--- src/rtl/step_dir_monitor.sv ---
// STEP/DIR input monitor: synchronizes the driver lines, tracks signed position, measures
// step period and flags pulse-width, direction-setup/hold and position-overflow violations.
module step_dir_monitor #(
  parameter int unsigned MIN_HIGH  = 50,
  parameter int unsigned MIN_LOW   = 50,
  parameter int unsigned DIR_SETUP = 10,
  parameter int unsigned POS_W     = 16,
  parameter int unsigned PERIOD_W  = 24
) (
  input  logic                clk_50,
  input  logic                reset_n,
  input  logic                step_in,
  input  logic                dir_in,
  input  logic                enable,
  input  logic                clear,
  output logic [POS_W-1:0]    position,
  output logic                step_pulse,
  output logic [PERIOD_W-1:0] period,
  output logic                period_valid,
  output logic                stalled,
  output logic                err_high,
  output logic                err_low,
  output logic                err_setup,
  output logic                pos_wrap
);

  localparam logic [15:0]         MinHigh   = 16'(MIN_HIGH);
  localparam logic [15:0]         MinLow    = 16'(MIN_LOW);
  localparam logic [7:0]          DirSetup  = 8'(DIR_SETUP);
  localparam logic [PERIOD_W-1:0] PeriodMax = '1;
  localparam logic [POS_W-1:0]    PosMax    = {1'b0, {(POS_W-1){1'b1}}};
  localparam logic [POS_W-1:0]    PosMin    = {1'b1, {(POS_W-1){1'b0}}};

  typedef enum logic [0:0] {StLow, StHigh} state_e;

  logic                step_meta_q, step_sync_q, step_prev_q;
  logic                dir_meta_q, dir_sync_q, dir_prev_q;
  logic [1:0]          fill_q;
  logic                armed_q;
  state_e              state_q;
  logic [15:0]         high_cnt_q, low_cnt_q;
  logic [7:0]          dir_cnt_q;
  logic [PERIOD_W-1:0] period_cnt_q;
  logic                have_prev_q;
  logic                rise, fall, dir_change, accept;

  always_ff @(posedge clk_50 or negedge reset_n) begin
    if (!reset_n) begin
      step_meta_q <= 1'b0;
      step_sync_q <= 1'b0;
      step_prev_q <= 1'b0;
      dir_meta_q  <= 1'b0;
      dir_sync_q  <= 1'b0;
      dir_prev_q  <= 1'b0;
      fill_q      <= 2'd0;
      armed_q     <= 1'b0;
    end else begin
      step_meta_q <= step_in;
      step_sync_q <= step_meta_q;
      step_prev_q <= step_sync_q;
      dir_meta_q  <= dir_in;
      dir_sync_q  <= dir_meta_q;
      dir_prev_q  <= dir_sync_q;
      if (fill_q != 2'd3) fill_q <= fill_q + 2'd1;
      // Only a low seen after the pipeline holds real samples arms edge detection.
      if (fill_q == 2'd3 && !step_sync_q) armed_q <= 1'b1;
    end
  end

  always_comb begin
    rise       = armed_q & step_sync_q & ~step_prev_q;
    fall       = (state_q == StHigh) & ~step_sync_q & step_prev_q;
    dir_change = (fill_q == 2'd3) & (dir_sync_q ^ dir_prev_q);
    accept     = rise & enable & ~clear;
    stalled    = (period_cnt_q == PeriodMax);
  end

  always_ff @(posedge clk_50 or negedge reset_n) begin
    if (!reset_n) begin
      state_q      <= StLow;
      high_cnt_q   <= '0;
      low_cnt_q    <= '1;
      dir_cnt_q    <= '1;
      period_cnt_q <= '0;
      have_prev_q  <= 1'b0;
      position     <= '0;
      step_pulse   <= 1'b0;
      period       <= '0;
      period_valid <= 1'b0;
      err_high     <= 1'b0;
      err_low      <= 1'b0;
      err_setup    <= 1'b0;
      pos_wrap     <= 1'b0;
    end else begin
      unique case (state_q)
        StLow: begin
          if (rise) begin
            state_q    <= StHigh;
            high_cnt_q <= 16'd1;
          end else if (low_cnt_q != '1) begin
            low_cnt_q <= low_cnt_q + 16'd1;
          end
        end
        StHigh: begin
          if (fall) begin
            state_q   <= StLow;
            low_cnt_q <= 16'd1;
          end else if (high_cnt_q != '1) begin
            high_cnt_q <= high_cnt_q + 16'd1;
          end
        end
        default: state_q <= StLow;
      endcase

      if (dir_change)           dir_cnt_q <= 8'd0;
      else if (dir_cnt_q != '1) dir_cnt_q <= dir_cnt_q + 8'd1;

      if (rise)                            period_cnt_q <= 1;
      else if (period_cnt_q != PeriodMax)  period_cnt_q <= period_cnt_q + 1'b1;

      step_pulse <= accept;

      if (clear) begin
        position     <= '0;
        period       <= '0;
        period_valid <= 1'b0;
        have_prev_q  <= 1'b0;
        err_high     <= 1'b0;
        err_low      <= 1'b0;
        err_setup    <= 1'b0;
        pos_wrap     <= 1'b0;
      end else begin
        if (accept) begin
          if (dir_sync_q) begin
            position <= position + 1'b1;
            if (position == PosMax) pos_wrap <= 1'b1;
          end else begin
            position <= position - 1'b1;
            if (position == PosMin) pos_wrap <= 1'b1;
          end
          period       <= period_cnt_q;
          period_valid <= have_prev_q & (period_cnt_q != PeriodMax);
          have_prev_q  <= 1'b1;
        end
        if (enable) begin
          if (rise && low_cnt_q < MinLow)                err_low   <= 1'b1;
          if (rise && dir_cnt_q < DirSetup)              err_setup <= 1'b1;
          if (fall && high_cnt_q < MinHigh)              err_high  <= 1'b1;
          // DIR moving while STEP is high is a hold violation.
          if (dir_change && state_q == StHigh)           err_setup <= 1'b1;
        end
      end
    end
  end

endmodule

--- config.mk ---
export PLATFORM = sky130hd
export DESIGN_NAME = step_dir_monitor
export DESIGN_NICKNAME = d
export VERILOG_FILES = /design/src/rtl/step_dir_monitor.sv
export SDC_FILE = /design/constraint.sdc
export NUM_CORES = 1
export LEC_CHECK = 0
export ABC_CLOCK_PERIOD_IN_PS = 3500
export BUFFER_PORTS_ARGS = -buffer_cell sky130_fd_sc_hd__buf_2
export CORE_MARGIN = 2
export CORE_UTILIZATION = 45
export CTS_CLUSTER_SIZE = 12
export DETAILED_ROUTE_END_ITERATION = 8
export SLEW_MARGIN = 20
export SYNTH_ARGS = -nofsm -noshare
export SYNTH_HDL_FRONTEND = slang
export SYNTH_SLANG_ARGS = --single-unit
--- constraint.sdc ---
create_clock -name clk_50 -period 3.5 [get_ports clk_50]
set_input_delay 0.525 -clock clk_50 [delete_from_list [all_inputs] [get_ports clk_50]]
set_output_delay 0.525 -clock clk_50 [all_outputs]
set_load 0.1 [all_outputs]
==> After elaboration in Yosys (flattened, before gate mapping) <==
Index checks and enable logic that the tools add are counted.
Widths: inputs -> output; s select.
{ "totals": {"in_bits": 6, "elab_cells": 120, "reg_bits": 121} }
{ "classes": {"bitwise_logic": 13, "order_cmp": 3, "n_mux": 39, "n_eq_ne": 16, "reduce_logical": 20, "addsub": 7} }
{ "op_table": {"columns": ["cell", "count"], "rows": [
  ["$mux 16", 9],
  ["$mux 24", 4],
  ["$pmux 16 s2", 2],
  ["$add 16x1->16 const B", 3],
  ["$lt 16x6->1 const B", 2],
  ["$ne 16x16->1 const B", 2],
  ["$add 24x1->24 const B", 1],
  ["$eq 24x24->1 const B", 1],
  ["$ne 24x24->1 const B", 1],
  ["$mux 1", 21],
  ["$eq 16x15->1 const B", 1],
  ["$eq 16x16->1 const B", 1],
  ["$mux 8", 2],
  ["$sub 16x1->16 const B", 1],
  ["$reduce_bool 2->1", 6],
  ["$ne 2x2->1 const B", 5],
  ["$reduce_and 3->1", 3],
  ["$add 8x1->8 const B", 1],
  ["$and 1x1->1", 8],
  ["$lt 8x4->1 const B", 1],
  ["$ne 8x8->1 const B", 1],
  ["$reduce_and 2->1", 3],
  ["$reduce_bool 3->1", 2],
  ["$logic_and 1x1->1", 5],
  ["other kinds (8)", 12]
]} }

==> Longest topological paths before layout <==
Gate-level depths: netlist of run 1.
{ "depth": {"depth_word": 7, "mapped_depth": 10, "depth_no_buf": 8} }

==> Worst setup path before layout of run 1 <==
Ideal clock, no wire load.
{ "synth_timing": {"kind": "reg2out", "startpoint": "reg period_cnt_q[0]", "endpoint": "out stalled", "stages_incl_launch_ff": 5, "arrival_ps": 3027, "n_path_buf": 0, "slack_ps": -52, "required_ps": 2975, "path_cell_list": "dfrtp_1 ha_1 and3_1 nand4_1 nor3_1"} }
{ "synth_via": {"elab_chain_cells": 1} }
{ "synth_rtl": {"columns": ["item", "line", "source"], "rows": [
  ["start: declaration", "43", "logic [PERIOD_W-1:0] period_cnt_q;"],
  ["start signal: assignment", "119", "else if (period_cnt_q != PeriodMax) period_cnt_q <= period_cnt_q + 1'b1;"],
  ["$eq 24x24->1", "75", "stalled = (period_cnt_q == PeriodMax);"],
  ["end: declaration", "20", "output logic stalled,"]
]} }
No other way between the ends.

==> Worst setup path in the final report of run 1 <==
{ "layout_timing": {"startpoint": "reg dir_sync_q", "endpoint": "reg position[14]"} }
{ "layout_via": {"elab_chain_cells": 3} }
{ "layout_rtl": {"columns": ["item", "line", "source"], "rows": [
  ["start: declaration", "37", "logic dir_meta_q, dir_sync_q, dir_prev_q;"],
  ["start signal: assignment", "62", "dir_sync_q <= dir_meta_q;"],
  ["$mux 16", "134", "if (dir_sync_q) begin"],
  ["$mux 16", "133", "if (accept) begin"],
  ["$mux 16", "123", "if (clear) begin"],
  ["end signal: assignment", "135", "position <= position + 1'b1;"],
  ["end signal: assignment", "138", "position <= position - 1'b1;"],
  ["end: declaration", "16", "output logic [POS_W-1:0] position,"]
]} }
No other way between the ends. The select of a mux whose other input is x is not followed.
A chain may end at the register's enable or synchronous reset.

==> impl_metrics.py, run 1 <==
metrics = {
    "run_status": {
        "status": "complete, no violations",
    },
    "die": {
        "die_width_um": 122,
        "die_h_um": 122,
        "start_util": 0.456,
        "core-area_um2": 13700,
        "num_rows": 43,
        "io-pin-count": 53,
        "fp.dieArea_um2": 14800,
    },
    "grt": {
        "grtUsageMet1": 0.265,
        "gr-usage-met3": 0.0524,
        "grt_max_degree": 49,
        "antenna_found_initial": 0,
        "use_met2": 0.346,
        "grtUsageTotal": 0.207,
        "globalRouteOverflowTotal": 0,
        "top_usage_layer": "met2",
        "grt_pass1_wl_mm": 24.4,
        "grt_pass1_vias": 5085,
    },
    "critical_path": {
        "path_class": "flop to flop",
        "path_common_cell": "o21ai_1",
        "crit_path_end_kind": "flop",
        "cpPeakStageDelay_ps": 470,
        "path_cells": "inv_1 > fa_1 > a211oi_1 > o21ai_1 > a31oi_1 > o21ai_1 > a31o_2 > a311o_1",
        "cp-start-kind": "flop",
        "cp_max_fo": 9,
        "worstPathArrival_ps": 3160,
        "critical-path-slowest-cell": "fa_1",
        "required_ps": 3800,
    },
    "finish": {
        "diodes": 0,
        "final_cell_count_no_fill": 917,
        "drive_above_1_share": 0.166,
        "areaGrowthSynthToFinish_pct": 18.4,
        "utilization": 0.539,
        "finalNetCount": 750,
    },
    "synth": {
        "synth_largest_area_cell": "dfrtp_1",
        "yosysWarnings": 0,
        "netlist.area_leader.share": 0.388,
        "synth_enable_flop_cells": 0,
        "synth_common_cells": "dfrtp_1, nand2_1, nor2_1, a21oi_1, xnor2_1",
        "synthArstFlopShare": 1.00,
        "synth_ff_type": "dfrtp_1",
        "synth-seq-area-share": 0.489,
        "avgSynthCellArea_um2": 9.30,
        "synth_area_leaders": "dfrtp_1, dfstp_2, nand2_1",
        "syn_area_um2": 6250,
        "ys_ff_latch": 121,
        "synth.distinct_cells": 53,
        "synthesis.nets": 698,
        "synth_most_common_cell": "dfrtp_1",
        "netlist_instances": 672,
    },
    "clocking": {
        "htreeDepth": 4,
        "cts.path.max_buffers": 2,
        "cts-root-buf": "clkbuf_16",
        "cts_buffers": 17,
        "cts.sinks": 121,
        "cts_resized": 0,
        "clk_latency_ps": 420,
        "cts_tree": "built",
        "clk_pin_slew_ps": 60,
        "cts-hold-fix-buffers": 0,
        "post-cts-setup-buffers": 0,
    },
    "pwr": {
        "p_leak_uw": 0.00325,
        "ir_drop_v": 0.000431,
        "power_uw": 4140,
        "cellPowerDensity_nw_per_um2": 559,
    },
    "drt": {
        "antenna_left": 0,
        "wl_per_cell_um": 15.5,
        "first_pass_iters": 4,
        "drt-initial-drc-count": 362,
        "drc": 0,
        "vias_per_cell": 5.58,
        "totalWireLength_mm": 14.2,
        "num_vias": 5114,
    },
    "timing": {
        "setup_viol": 0,
        "fin_setup_tns_ps": 0,
        "fmax_ghz": 0.350,
        "hold_violations": 0,
        "fin_ws_ps": 641,
        "slew_violations": 0,
        "rsz0062_at_grt": "no",
        "period_share": 0.817,
        "worstMarginPinSlew_ps": 988,
        "fin_crit_ps": 2860,
        "slew_headroom": 0.340,
        "fin_skew_ps": 17.7,
    },
    "worst_hold_path": {
        "hp-class": "input pin to asynchronous set/reset pin",
    },
    "place": {
        "placedCellCount": 885,
        "io_buffer_count": 52,
        "routabilityCongestion": 0.875,
        "dp_hpwl_mm": 9.64,
        "detailedPlace.worstSlack_ps": 654,
    },
    "job": {
        "drv_cap": 0,
    },
}
## critical path, delay by kind of cell (launching register included)
| kind | cells | cell delay (ps) |
|---|---|---|
| AOI/OAI and AO/OA | 6 | 1570 |
| adders and majority gates | 1 | 470 |
| buffers and inverters | 1 | 220 |
| DFF | 1 | 460 |
## logic make-up (layout without fill, tap and decap cells)
| family | Yosys count | in the layout | synth area share |
|---|---|---|---|
| fa+ha+maj | 20 | 20 | 0.0412 |
| buf+inv | 40 | 105 | 0.0250 |
| simple gates | 309 | 309 | 0.239 |
| compound gates | 125 | 125 | 0.125 |
| xor+xnor | 53 | 53 | 0.0743 |
| flops | 121 | 121 | 0.489 |
| mux | 4 | 4 | 0.00661 |
## flip-flops by register name, summed over array words and instances, names as in the netlist, 2 cells and up
register,flops
dir_cnt_q,8
high_cnt_q,16
period_cnt_q,24
position,16
low_cnt_q,16
period,24
fill_q,2
## power by group
group	switching, uW	total, uW	internal, uW
Sequential	106	1610	1500
Clock	635	2060	1420
Combinational	330	477	147
## layout by cell type, fill, tap and decap left out, types with 19 or more instances in the layout
cell type | Yosys | final
dfrtp_1 | 97 | 97
buf_2 | 2 | 51
a21oi_1 | 54 | 54
nor3_1 | 25 | 24
dfstp_2 | 24 | 24
nand2_1 | 92 | 92
xnor2_1 | 33 | 33
xor2_1 | 20 | 20
ha_1 | 19 | 19
nand3_1 | 28 | 28
nor2_1 | 79 | 79
## layer usage
metal,share of wire,vias to the layer above
li1,-,2483
met3,0.048,7
met5,0,-
met2,0.49,91
met1,0.46,2533
met4,0.0092,0
## path summary, 6_finish.rpt
check,from,end,slack (ps),cells after the start
min in group clk_50,step_in,step_meta_q,210,1
min reg2reg,dir_meta_q,dir_sync_q,340,0
min,reset_n,period[9],130,1
max,dir_sync_q,position[14],640,8
max in group asynchronous,reset_n,dir_cnt_q[6],2530,2
max reg2reg,dir_sync_q,position[14],640,8
## through the flow
stage / cell area, um2 / hold slack, ps
6_report: 7400 / 134
2_1_floorplan: 6260 / 229
3_3_place_gp: 6710 / 361
3_5_place_dp: 6710 / 342
5_1_grt: 7400 / 176
4_1_cts: 7400 / 141
## cell type report
type                       count  area, um2
tap                          180        225
clock buffer                  19        443
inverter                      13       48.8
multi-input combinational    511       3040
clock inverter                13        248
fill                        1282       6320
timing repair buffer          60        335
sequential                   121       3060
(Power assumes the default switching activity.)
==> inputs of run 2 (changes only) <==
--- a/config.mk
+++ b/config.mk
@@ -5,7 +5,8 @@
 export SDC_FILE = /design/constraint.sdc
 export NUM_CORES = 1
 export LEC_CHECK = 0
-export ABC_CLOCK_PERIOD_IN_PS = 3500
+export ABC_AREA = 1
+export ABC_CLOCK_PERIOD_IN_PS = 2300
 export BUFFER_PORTS_ARGS = -buffer_cell sky130_fd_sc_hd__buf_2
 export CORE_MARGIN = 2
 export CORE_UTILIZATION = 45
==> constraint.sdc (replaced) <==
create_clock -name clk_50 -period 2.3 [get_ports clk_50]
set_input_delay 0.345 -clock clk_50 [delete_from_list [all_inputs] [get_ports clk_50]]
set_output_delay 0.345 -clock clk_50 [all_outputs]
set_load 0.1 [all_outputs]
==> run 2 against run 1 <==
Non-clock buffer count is 11 higher; first-iteration DRC count grew 32%; register-to-register slack worse by 300 ps; global-route usage increased by 0.93 points; via count increased by 26%; clock skew fell by 7.7 ps; critical path type is now flop to output pin; area after synthesis grew 14%; critical path depth fell by 2; sequential power is 50% higher; flip-flop and latch count did not move; largest cell class is now multi-input combinational cells; clock power increased by 22%; sequential share of layout area down 4.6 points.
==> impl_metrics.py, run 2 <==
metrics = {
    "critical_path": {
        "critical_path_buf_inv_count": 2,
        "path_common_cell": "nor3_4",
        "cp-start-kind": "flop",
        "required_ps": 1960,
        "worstReg2RegEnd": "position[14]",
        "worstPathArrival_ps": 1840,
        "crit_family": "simple AND/OR/NAND/NOR gates",
        "path_class": "flop to output pin",
        "cpPeakStageDelay_ps": 390,
        "crit_path_end_kind": "output pin",
        "cp_max_fo": 7,
        "reg2reg_from": "dir_sync_q",
        "worst-r2r-cell-count": 9,
        "rrSetupSlack_ps": 340,
        "path_cells": "ha_4 > nand2_1 > nor3_4 > inv_1 > nor3_4 > buf_12",
        "critical-path-slowest-cell": "dfrtp_1",
    },
    "finish": {
        "areaGrowthSynthToFinish_pct": 16.9,
        "utilization": 0.531,
        "drive_above_1_share": 0.153,
        "finalNetCount": 1065,
        "reg_top3": "period (24), period_cnt_q (24)",
        "layout_common_cells": "nand2_1, inv_1, dfrtp_1, nand3_1, nor2_1",
        "final_common_cell": "nand2_1",
    },
    "clocking": {
        "cts.path.max_buffers": 2,
        "cts_buffers": 17,
        "clk_pin_slew_ps": 50,
        "htreeDepth": 4,
        "cts-root-buf": "clkbuf_16",
        "cts_tree": "built",
        "clk_latency_ps": 420,
        "cts.sinks": 121,
    },
    "synth": {
        "synth_ff_type": "dfrtp_1",
        "ys_ff_latch": 121,
        "synth-seq-area-share": 0.429,
        "netlist.area_leader.share": 0.340,
        "synth_enable_flop_cells": 0,
        "netlist_instances": 968,
        "synth.distinct_cells": 40,
        "synthArstFlopShare": 1.00,
        "synth_area_leaders": "dfrtp_1, nand2_1, dfstp_2",
        "avgSynthCellArea_um2": 7.37,
        "synthesis.nets": 994,
        "syn_area_um2": 7130,
        "synth_most_common_cell": "nand2_1",
        "synth_largest_area_cell": "dfrtp_1",
        "synth_common_cells": "nand2_1, inv_1, dfrtp_1, nand3_1, nor2_1",
        "yosysWarnings": 0,
    },
    "run_status": {
        "status": "complete, no violations",
    },
    "pwr": {
        "p_leak_uw": 0.00407,
        "cellPowerDensity_nw_per_um2": 703,
        "ir_drop_v": 0.000714,
    },
    "timing": {
        "fmax_ghz": 0.458,
        "hold-worst-slack_ps": 48.0,
        "slew_violations": 0,
        "fin_setup_tns_ps": 0,
        "hold_violations": 0,
        "rsz0062_at_grt": "no",
        "slew_headroom": 0.537,
        "setup_viol": 0,
        "fin_skew_ps": 10.0,
        "period_share": 0.949,
        "worstMarginPinSlew_ps": 693,
        "fin_crit_ps": 2180,
    },
    "die": {
        "num_rows": 46,
        "fp.dieArea_um2": 16900,
        "io-pin-count": 53,
        "start_util": 0.454,
        "die_h_um": 130,
        "core-area_um2": 15700,
        "die_width_um": 130,
    },
    "place": {
        "io_buffer_count": 52,
        "dp_hpwl_mm": 12.5,
        "routabilityCongestion": 0.869,
    },
    "grt": {
        "grt_pass1_wl_mm": 28.7,
        "globalRouteOverflowTotal": 0,
        "grtUsageTotal": 0.217,
        "antenna_found_initial": 1,
        "grt_max_degree": 51,
        "grt_pass1_vias": 5905,
    },
    "worst_hold_path": {
        "hold_path_depth": 1,
        "min_to": "dir_meta_q",
        "hp-class": "input pin to flop",
        "hold_start": "dir_in",
    },
    "drt": {
        "totalWireLength_mm": 17.4,
        "first_pass_iters": 4,
        "wl_per_cell_um": 13.8,
        "num_vias": 6423,
        "vias_per_cell": 5.08,
        "drt-initial-drc-count": 479,
        "antenna_left": 0,
        "drc": 0,
    },
    "job": {
        "drv_cap": 0,
    },
}
-- run 2: worst max path at each step --
| stage | start | end | slack, ps | cells after the start |
|---|---|---|---|---|
| after global placement | dir_sync_q | position[13] | 330 | 11 |
| after detailed placement | dir_sync_q | position[14] | 340 | 9 |
| final | period_cnt_q[1] | stalled | 120 | 6 |
| after CTS | period_cnt_q[17] | stalled | 10 | 7 |
| after global routing | period_cnt_q[10] | stalled | 20 | 6 |
| after floorplan | period_cnt_q[0] | stalled | 9 | 5 |
-- run 2: cell type report --
cell class / count / area, um2
Tap cell: 216 / 270
Fill cell: 1548 / 7370
Clock inverter: 9 / 104
Timing Repair Buffer: 71 / 473
Clock buffer: 19 / 443
Antenna cell: 1 / 2.50
Inverter: 130 / 488
Sequential cell: 121 / 3060
Multi-Input combinational cell: 698 / 3500
-- run 2: timing repair --
action                                 in CTS  in global routing
setup buffers                               0                  1
hold buffers                                1                  0
gates cloned                                0                  0
setup endpoints to repair                   1                  1
pin swaps                                   0                  0
endpoints found under the hold margin      21                  0
gates resized for setup                     1                  6
-- run 2: power breakdown --
group | internal [uW] | total [uW] | leakage (uW) | switching, uW
clock | 1590 | 2520 | 0.000266 | 932
combinational | 264 | 923 | 0.00225 | 658
sequential | 2270 | 2420 | 0.00155 | 151
-- run 2: cell families (layout without fill, tap and decap cells) --
group / after synthesis / after routing / synth area share
other: 0 / 1 / 0
AOI/OAI and AO/OA: 120 / 120 / 0.0973
DFF: 121 / 121 / 0.429
xor gates and xnor gates: 11 / 11 / 0.0135
and+or+nand+nor: 547 / 547 / 0.338
buffers and inverters: 149 / 229 / 0.0865
adders and majority gates: 20 / 20 / 0.0361
-- run 2: metrics by stage --
step	instance area (um2)	std cells	setup slack, ps	total power (uW)
finish	8340	1265	118	5860
global route	8340	1264	15.9	6160
CTS	8300	1263	13.9	5920
detailed placement	7740	1234	337	3360
global placement	7740	1234	333	3350
floorplan	7150	968	8.93	3110
-- run 2: routing by layer --
metal	global-route usage	routed length [um]	vias to the layer above
met2	0.332	7900	124
met5	0	0	-
met1	0.307	8600	2966
li1	-	-	3311
met4	0.0702	282	0
met3	0.0480	657	22
==> inputs of run 3 (changes only) <==
--- a/config.mk
+++ b/config.mk
@@ -5,13 +5,13 @@
 export SDC_FILE = /design/constraint.sdc
 export NUM_CORES = 1
 export LEC_CHECK = 0
-export ABC_AREA = 1
 export ABC_CLOCK_PERIOD_IN_PS = 2300
 export BUFFER_PORTS_ARGS = -buffer_cell sky130_fd_sc_hd__buf_2
 export CORE_MARGIN = 2
 export CORE_UTILIZATION = 45
 export CTS_CLUSTER_SIZE = 12
 export DETAILED_ROUTE_END_ITERATION = 8
+export PLACE_DENSITY = 0.65
 export SLEW_MARGIN = 20
 export SYNTH_ARGS = -nofsm -noshare
 export SYNTH_HDL_FRONTEND = slang
==> run 3 against run 2 <==
Flip-flop and latch count did not move; non-clock buffer count up 13; total power grew 1.9%; register-to-register slack worse by 260 ps; combinational power shrank 10%; clock skew decreased by 1.4 ps; critical path type unchanged; largest cell class unchanged; largest power group unchanged.
==> impl_metrics.py, run 3 (synthesis results as in run 1) <==
metrics = {
    "grt": {
        "antenna_found_initial": 0,
        "grt_pass1_vias": 5194,
        "grt_pass1_wl_mm": 24.7,
        "grt_max_degree": 47,
        "globalRouteOverflowTotal": 0,
        "grtUsageTotal": 0.211,
    },
    "place": {
        "routabilityCongestion": 0.935,
        "io_buffer_count": 52,
        "detailedPlace.worstSlack_ps": 48.1,
        "dp_hpwl_mm": 10.2,
    },
    "pwr": {
        "p_leak_uw": 0.00333,
        "cellPowerDensity_nw_per_um2": 779,
        "ir_drop_v": 0.000497,
    },
    "drt": {
        "drc": 0,
        "num_vias": 5229,
        "drt-initial-drc-count": 405,
        "first_pass_iters": 6,
        "wl_per_cell_um": 15.6,
        "totalWireLength_mm": 14.7,
        "antenna_left": 0,
        "vias_per_cell": 5.56,
    },
    "die": {
        "io-pin-count": 53,
        "die_h_um": 122,
        "core-area_um2": 13700,
        "fp.dieArea_um2": 14800,
        "start_util": 0.456,
        "die_width_um": 122,
        "num_rows": 43,
    },
    "clocking": {
        "cts_buffers": 17,
        "cts.sinks": 121,
        "clk_latency_ps": 420,
        "cts_tree": "built",
        "htreeDepth": 4,
        "clk_pin_slew_ps": 60,
        "cts.path.max_buffers": 2,
        "cts-root-buf": "clkbuf_16",
    },
    "job": {
        "drv_cap": 0,
    },
    "finish": {
        "nFillCells": 1203,
        "reg_top3": "period (24), period_cnt_q (24)",
        "areaGrowthSynthToFinish_pct": 22.7,
        "diodes": 0,
        "layout_common_cells": "nand2_1, dfrtp_1, nor2_1, a21oi_1, buf_2",
        "drive_above_1_share": 0.231,
        "final_common_cell": "nand2_1",
        "utilization": 0.559,
        "finalNetCount": 774,
    },
    "timing": {
        "period_share": 0.976,
        "rsz0062_at_grt": "yes",
        "slew_violations": 0,
        "fmax_ghz": 0.446,
        "slew_headroom": 0.555,
        "fin_ws_ps": 56.3,
        "fin_crit_ps": 2240,
        "hold-worst-slack_ps": 32.1,
        "fin_skew_ps": 8.61,
        "worstMarginPinSlew_ps": 661,
        "setup_viol": 0,
        "hold_violations": 0,
    },
    "critical_path": {
        "cp_max_fo": 4,
        "worstPathArrival_ps": 1900,
        "path_cells": "ha_2 > and3_4 > nand4_1 > nor3_4 > buf_12",
        "path_class": "flop to output pin",
        "required_ps": 1960,
        "cp-start-kind": "flop",
        "critical_path_buf_inv_count": 1,
        "cpPeakStageDelay_ps": 400,
        "critical-path-slowest-cell": "dfrtp_2",
        "crit_path_end_kind": "output pin",
        "crit_family": "simple AND/OR/NAND/NOR gates",
    },
    "worst_hold_path": {
        "hp-class": "input pin to flop",
    },
    "run_status": {
        "status": "complete, no violations",
    },
}
-- run 3: cell types whose count changed in the layout (fill, tap and decap cells not counted), moves of 12 or more --
cell     change
nand3_1     -58
dfrtp_2     +12
xnor2_1     +30
dfrtp_1     -16
buf_4       +14
xor2_1      +12
o21ai_0     -48
inv_1      -113
nand4_1     -19
a21oi_1     +35
nand2_1    -205
-- run 3: layout make-up --
class | instances | area [um2] | area share
well taps | 180 | 225 | 0.0294
clock inverters | 5 | 83.8 | 0.0109
flip-flops and latches | 121 | 3090 | 0.403
repair buffers | 84 | 549 | 0.0716
clock buffers | 27 | 523 | 0.0682
multi-input cells | 511 | 3150 | 0.410
inverters | 13 | 51.3 | 0.00669
-- run 3: power breakdown --
group	internal, uW	switching [uW]
clock network	1770	919
logic	296	534
registers	2290	168
total	4350	1620
-- run 3: path summary, 6_finish.rpt --
kind | start | end | slack, ps | depth (start not counted)
max | period_cnt_q[0] | stalled | 60 | 5
min | dir_in | dir_meta_q | 30 | 1
max reg2reg | position[1] | position[14] | 80 | 7
min reg2reg | step_meta_q | step_sync_q | 360 | 0
max in group asynchronous | reset_n | low_cnt_q[1] | 1130 | 3
min in group asynchronous | reset_n | high_cnt_q[6] | 470 | 2
-- run 3: per-stage QoR --
| step | setup TNS (ps) | std cells | cell area (um2) | power [uW] |
|---|---|---|---|---|
| 2_1_floorplan | -81.4 | 672 | 6320 | 3000 |
| 3_3_place_gp | 0 | 902 | 6920 | 3220 |
| 3_5_place_dp | 0 | 902 | 6920 | 3250 |
| 4_1_cts | 0 | 937 | 7560 | 5970 |
| 5_1_grt | -55.6 | 941 | 7670 | 6230 |
| 6_report | 0 | 941 | 7670 | 5980 |
-- run 3: metal layers --
layer	global-route usage	share of wire	vias to the layer above
li1	-	-	2540
met1	0.267	0.44	2542
met2	0.343	0.49	125
met3	0.0543	0.047	22
met4	0.0905	0.019	0
met5	0	0	-
-- run 3: timing repair --
action | 4_1_cts | 5_1_grt
pin swaps | 1 | 4
setup buffers | 2 | 4
endpoints found under the hold margin | 31 | 0
hold buffers | 1 | 0
setup endpoints to repair | 1 | 9
gates resized for setup | 2 | 19
